### config.mk
export PLATFORM = sky130hd
export DESIGN_NAME = frmsync_ctl
export DESIGN_NICKNAME = d
export VERILOG_FILES = /design/src/rtl/frmsync_ctl.sv
export SDC_FILE = /design/constraint.sdc
export NUM_CORES = 1
export LEC_CHECK = 0
export ABC_AREA = 1
export BUFFER_PORTS_ARGS = -buffer_cell sky130_fd_sc_hd__buf_2
export CAP_MARGIN = 20
export CORE_UTILIZATION = 45
export CTS_BUF_LIST = sky130_fd_sc_hd__clkbuf_2 sky130_fd_sc_hd__clkbuf_4 sky130_fd_sc_hd__clkbuf_8
export DETAILED_ROUTE_END_ITERATION = 7
export PLACE_DENSITY = 0.66
export SLEW_MARGIN = 20
export SYNTH_ARGS = -nofsm -noshare
export SYNTH_HDL_FRONTEND = slang
export SYNTH_SLANG_ARGS = --single-unit
### constraint.sdc
create_clock -name iclk19 -period 3.8 [get_ports iclk19]
set_input_delay 0.19 -clock iclk19 [delete_from_list [all_inputs] [get_ports iclk19]]
set_output_delay 0.19 -clock iclk19 [all_outputs]
set_load 0.005 [all_outputs]
### src/rtl/frmsync_ctl.sv
// Frame-alignment controller: hunts for the 8 kHz frame pulse, locks onto it and
// flywheels through missing or corrupted pulses.
module frmsync_ctl #(
  parameter int unsigned FRMLEN = 2430,
  parameter int unsigned CNTW   = 12,
  parameter int unsigned NLOCK  = 3,
  parameter int unsigned NLOSS  = 4
) (
  input  logic            iclk19,
  input  logic            rst,
  input  logic            ien,
  input  logic            iframe,
  output logic            ofrmsync,
  output logic [CNTW-1:0] ofrmcnt,
  output logic            olock,
  output logic            oerr,
  output logic [1:0]      ostate
);

  localparam int unsigned MW = (NLOCK > 1) ? $clog2(NLOCK + 1) : 1;
  localparam int unsigned LW = (NLOSS > 1) ? $clog2(NLOSS + 1) : 1;
  localparam logic [CNTW-1:0] LAST = CNTW'(FRMLEN - 1);

  typedef enum logic [1:0] {
    HUNT    = 2'd0,
    PRESYNC = 2'd1,
    SYNC    = 2'd2
  } state_e;

  state_e          state_q, state_d;
  logic [CNTW-1:0] cnt_q, cnt_d;
  logic [MW-1:0]   match_q, match_d;
  logic [LW-1:0]   miss_q, miss_d;
  logic            bad_q, bad_d;
  logic            err_q, err_d;
  logic            sync_q, lock_q, iframe_q;
  logic            rise_c, wrap_c, realign_c;

  assign rise_c = iframe & ~iframe_q;
  assign wrap_c = (cnt_q == LAST);

  // Next-state, alignment and error evaluation
  always_comb begin
    state_d   = state_q;
    match_d   = match_q;
    miss_d    = miss_q;
    bad_d     = bad_q;
    err_d     = 1'b0;
    realign_c = 1'b0;

    if (!ien) begin
      state_d = HUNT;
      match_d = '0;
      miss_d  = '0;
      bad_d   = 1'b0;
    end else begin
      unique case (state_q)
        HUNT: begin
          if (rise_c) begin
            realign_c = 1'b1;
            match_d   = MW'(1);
            miss_d    = '0;
            state_d   = (NLOCK == 1) ? SYNC : PRESYNC;
          end
        end
        PRESYNC: begin
          if (rise_c && wrap_c) begin
            if (match_q == MW'(NLOCK - 1)) begin
              state_d = SYNC;
              match_d = MW'(NLOCK);
              miss_d  = '0;
            end else begin
              match_d = match_q + MW'(1);
            end
          end else if (rise_c) begin
            realign_c = 1'b1;
            match_d   = MW'(1);
          end else if (wrap_c) begin
            state_d = HUNT;
            match_d = '0;
          end
        end
        SYNC: begin
          // Flywheel: judge each frame at its wrap, never realign
          if (rise_c && !wrap_c) bad_d = 1'b1;
          if (wrap_c) begin
            bad_d = 1'b0;
            if (rise_c && !bad_q) begin
              miss_d = '0;
            end else begin
              err_d = 1'b1;
              if (miss_q == LW'(NLOSS - 1)) begin
                state_d = HUNT;
                miss_d  = '0;
                match_d = '0;
              end else begin
                miss_d = miss_q + LW'(1);
              end
            end
          end
        end
        default: begin
          state_d = HUNT;
          match_d = '0;
          miss_d  = '0;
          bad_d   = 1'b0;
        end
      endcase
    end

    cnt_d = (wrap_c || realign_c) ? '0 : cnt_q + CNTW'(1);
  end

  always_ff @(posedge iclk19 or posedge rst) begin
    if (rst) begin
      state_q  <= HUNT;
      cnt_q    <= '0;
      match_q  <= '0;
      miss_q   <= '0;
      bad_q    <= 1'b0;
      err_q    <= 1'b0;
      sync_q   <= 1'b0;
      lock_q   <= 1'b0;
      iframe_q <= 1'b0;
    end else begin
      state_q  <= state_d;
      cnt_q    <= cnt_d;
      match_q  <= match_d;
      miss_q   <= miss_d;
      bad_q    <= bad_d;
      err_q    <= err_d;
      sync_q   <= wrap_c | realign_c;
      lock_q   <= (state_d == SYNC);
      iframe_q <= iframe;
    end
  end

  assign ofrmsync = sync_q;
  assign ofrmcnt  = cnt_q;
  assign olock    = lock_q;
  assign oerr     = err_q;
  assign ostate   = state_q;

endmodule
; After elaboration in Yosys (flattened, before gate mapping)
; Index checks and enable logic that the tools add are counted.
; Widths: inputs -> output; s select.
[totals]
register_bits = 24
latch_bits = 0
ram_bits = 0
rom_bits = 0
input_bits = 4
out_inout_bits = 17
word_cells = 82
n_memories = 0
[op_classes]
addsub = 3
n_mul = 0
div_mod_pow = 0
order_cmp = 0
eq_ne = 15
shifts = 0
muxes = 41
bitwise = 3
reduce_logical = 11
[op_table]
columns = cell, n
row1 = $mux 2, 18
row2 = $mux 3, 7
row3 = $ne 3x3->1 const B, 6
row4 = $add 12x1->12 const B, 1
row5 = $eq 12x12->1 const B, 1
row6 = $mux 12, 1
row7 = $pmux 2 s3, 2
row8 = $mux 1, 10
row9 = $pmux 3 s3, 1
row10 = $eq 2x2->1 const B, 3
row11 = $ne 5x5->1 const B, 1
row12 = $reduce_and 5->1, 1
row13 = $ne 4x4->1 const B, 1
row14 = $pmux 1 s2, 2
row15 = $reduce_and 4->1, 1
row16 = $add 3x1->3 const B, 1
row17 = $eq 3x2->1 const B, 1
row18 = $logic_and 1x1->1, 3
row19 = $add 2x1->2 const B, 1
row20 = $eq 2x1->1 const B, 1
row21 = $logic_not 1->1, 2
row22 = $logic_not 2->1, 1
row23 = $ne 2x2->1 const B, 1
row24 = $reduce_and 2->1, 1
row25 = other kinds (5), 5

; Depth between registers and ports, before layout
[depth]
word_depth = 8
mapped_depth = 11
depth_no_buf = 11

; Worst setup path after synthesis
; OpenSTA, ideal clock, no wires.
[synth_path]
path_type = register to register
startpoint = register cnt_q[1], in the netlist ofrmcnt[1]
endpoint = register miss_q[0]
setup_time_ps = 116
arrival_time_ps = 1264
required_ps = 3684
path_slack_ps = 2420
stages_incl_launch_ff = 11
synth_period_minus_slack_ps = 1380
path_cell_list = dfrtp_1 inv_1 ha_1 nand2_1 nor2_2 nand3_2 nand2_2 and2_4 nand2_2 nand2_1 nand2_1
[synth_between]
elab_chain_cells = 4
elab_cells_between_ends = 5
[synth_rtl]
columns = item, line
row1 = "start, declared", 31  ; logic [CNTW-1:0] cnt_q, cnt_d;
row2 = "start signal, assigned", 127  ; cnt_q <= cnt_d;
row3 = $eq 12x12->1 *, 40  ; assign wrap_c = (cnt_q == LAST);
row4 = $logic_and 1x1->1, 67  ; if (rise_c && wrap_c) begin
row5 = $ne 3x3->1 (no line), n/a
row6 = $reduce_and 4->1 (no line) *, n/a
row7 = "end signal, assigned", 129  ; miss_q <= miss_d;
row8 = "end, declared", 33  ; logic [LW-1:0] miss_q, miss_d;
; Mark *: on every way between the ends. The rest lies on a longest branch, timed or not.
; A chain may end at the register's enable or synchronous reset.

; Final worst setup path
[layout_path]
startpoint = register cnt_q[1], in the netlist ofrmcnt[1]
endpoint = register match_q[1]
[layout_between]
elab_chain_cells = 5
elab_cells_between_ends = 8
[layout_rtl]
columns = item, line
row1 = $eq 12x12->1 *, 40
row2 = $logic_and 1x1->1, 67
row3 = $mux 2, 67
row4 = $pmux 2 s3, 57  ; unique case (state_q)
row5 = $mux 2, 51  ; if (!ien) begin
row6 = "end signal, assigned", 128  ; match_q <= match_d;
row7 = "end, declared", 32  ; logic [MW-1:0] match_q, match_d;
; Marks and branches as above.

==> results.sh <==
export IMPL_syn_num_nets=175
export IMPL_grt_max_degree=25
export IMPL_postSynth_asyncResetShare_pct=100
export IMPL_synth_most_common_cell="nand2_1"
export IMPL_grt_use_total_pct=19.1
export IMPL_dieWidth_um=56.5
export IMPL_numCtsBuffers=3
export IMPL_clock_sinks=24
export IMPL_clk_path_buf_depth=2
export IMPL_core_area_um2=2780
export IMPL_worstPathArrival_ps=1820
export IMPL_synth_compound_area_share_pct=5.24
export IMPL_use_met1_pct=24.0
export IMPL_drc=0
export IMPL_syn_avg_cell_area_um2=8.00
export IMPL_grt_pass1_wl_um=4840
export IMPL_clk_pin_slew_ps=150
export IMPL_synth_adder_area_share_pct=3.75
export IMPL_initial_core_util_pct=48.0
export IMPL_post_place_ws_ps=2260
export IMPL_end_kind="flip-flop"
export IMPL_yosysTopAreaCellShare_pct=44.9
export IMPL_dr_pass1_iters=4
export IMPL_synth_xor_area_share_pct=2.62
export IMPL_synthTopCellsByArea="dfrtp_1 45%, nand2_1 10%, nor2_1 7.9%"
export IMPL_fin_tns_setup_ps=0
export IMPL_vdd_ir_drop_max_v=0.000332
export IMPL_seqCellArea_um2=601
export IMPL_synthTopCellsByCount="37 x nand2_1, 28 x nor2_1, 24 x dfrtp_1"
export IMPL_synthMuxAreaShare_pct=0
export IMPL_seq_area_frac_synth_pct=44.9
export IMPL_placed_cell_area_um2=1480
export IMPL_grtUsageMet3_pct=2.30
export IMPL_synth_edf_count=0
export IMPL_dp_final_hpwl_um=2080
export IMPL_cts_tree="yes"
export IMPL_powerDensity_nw_per_um2=409
export IMPL_max_slew_margin_rel_pct=39.7
export IMPL_cts_setup_buffers=0
export IMPL_yosys_warnings=0
export IMPL_cp_required_ps=4010
export IMPL_grt_busiest_layer="met2"
export IMPL_status="finished, final reports clean"
export IMPL_syn_cell_area_um2=1340
export IMPL_multiInputGateArea_um2=657
export IMPL_vias=1132
export IMPL_synth_simple_gate_area_share_pct=37.5
export IMPL_area_growth_pct=15.1
export IMPL_ioPinCount=21
export IMPL_drive_gt1_share_pct=22.9
export IMPL_groute_layer_met2_usage_pct=33.1
export IMPL_fmax_ghz=0.623
export IMPL_clk_latency_ps=320
export IMPL_wl_per_cell_um=12.3
export IMPL_drtIter0Drc=49
export IMPL_place_gp_congestion=0.841
export IMPL_criticalPathCategory="flip-flop to flip-flop"
export IMPL_synth_area_leader_cell="dfrtp_1"
export IMPL_period_minus_slack_ps=1600
export IMPL_fp_dieArea_um2=3190
export IMPL_antenna_violating_nets_post_route=0
export IMPL_synth_top_family_by_area="simple AND/OR/NAND/NOR gates"
export IMPL_overflow=0
export IMPL_hold_path_class="primary input to asynchronous set/reset pin"
export IMPL_die_height_um=56.5
export IMPL_synth_distinct_cells=25
export IMPL_cts_root_buf="clkbuf_4"
export IMPL_power_uw=628
export IMPL_skew_ps=12.8
export IMPL_setup_viol=0
export IMPL_synthCells=167
export IMPL_crit_fanout=4
export IMPL_cp_start_kind="flip-flop"
export IMPL_rsz0062_at_grt="no"
export IMPL_ys_seq_elements=24
export IMPL_place_port_buffers=20
export IMPL_finalHoldViolations=0
export IMPL_wirelength_um=2740
export IMPL_maxCapViolCount=0
export IMPL_fin_nets=201
export IMPL_htreeDepth=1
export IMPL_power_leakage_uw=0.000815
export IMPL_grt_antenna_before_repair=0
export IMPL_rows=19
export IMPL_postLayoutSetupSlackWorst_ps=2200
export IMPL_finalMaxSlewViolations=0
export IMPL_vias_per_cell=5.08
export IMPL_worst_pin_slew_ps=903
export IMPL_post_route_period_util_pct=42.2
export IMPL_diodes=0
export IMPL_grt_pass1_vias=1178
export IMPL_fillCellCount=265
export IMPL_fin_area_um2=1540
export IMPL_synth_ff_type="dfrtp_1"
## cells by family after synthesis
| kind of cell | Yosys count |
|---|---|
| buffers and inverters | 21 |
| adder cells (fa/ha/maj) | 4 |
| AND/OR/NAND/NOR | 101 |
| XOR/XNOR | 4 |
| AO/OA/AOI/OAI | 13 |
| flip-flops | 24 |
## per-stage QoR
step	util (%)	std cells	hold slack, ps
3_3_place_gp	53.0	218	314
3_5_place_dp	53.0	218	318
4_1_cts	55.3	223	71.0
6_report	55.3	223	32.6
2_1_floorplan	-	167	205
5_1_grt	55.3	223	121
## metal layers
metal | share of wire [%] | wire (µm)
met1 | 45 | 1230
met4 | 0.77 | 21
met2 | 51 | 1390
met5 | 0 | 0
met3 | 3.5 | 96
## report_power, final
part | switching [µW] | leakage [µW] | internal [µW]
Clock | 82.3 | 0.0000279 | 107
Combinational | 73.6 | 0.000466 | 53.7
Sequential | 30.1 | 0.000321 | 282
## path summary, 6_finish.rpt
path | from | endpoint | slack (ps) | cells past startpoint
worst max-delay path | ofrmcnt[1] | match_q[1] | 2200 | 9
worst min-delay path | rst | ofrmcnt[4] | 30 | 2
worst max register to register | ofrmcnt[1] | match_q[1] | 2200 | 9
worst min register to register | miss_q[1] | miss_q[1] | 490 | 2
max in group asynchronous | rst | ofrmcnt[10] | 3210 | 2
min in group iclk19 | ien | olock | 140 | 3
## state kept, by name (all words and copies together) (netlist names)
signal,count
bad_q,1
iframe_q,1
match_q,2
miss_q,3
oerr,1
ofrmcnt,12
ofrmsync,1
olock,1
ostate,2
## repair_timing
item,in CTS,in global routing
hold buffers,1,0
gates resized for setup,0,0
endpoints found under the hold margin,1,0
## layout make-up
type / count / area share (%)
well taps: 31 / 2.52
flip-flops and latches: 24 / 39.1
inverters: 21 / 5.13
multi-input cells: 122 / 42.7
clock buffers: 3 / 1.46
clock inverters: 1 / 1.95
repair buffers: 21 / 7.16
## worst max-delay path: stages (launching register included)
cell,delay (ps)
dfrtp_1,440
inv_1,100
ha_1,180
nand2_1,70
nor2_2,130
nand3_2,130
nand2_2,100
nand3_1,120
o21bai_1,150
nand2_1,80
## cells in the final DEF (no fill, tap or decap), drive strengths merged
cell	count
o21ai	2
nand4	4
dfrtp	24
nand3b	1
and2	1
inv	21
ha	4
xnor2	1
a21oi	9
nand3	10
nand2	43
nor3	6
clkbuf	3
buf	20
dlygate4sd3	1
bufinv	1
xor2	3
nor2	35
and3	1
o21bai	2
Note: power is estimated with default switching activity, not from simulation.
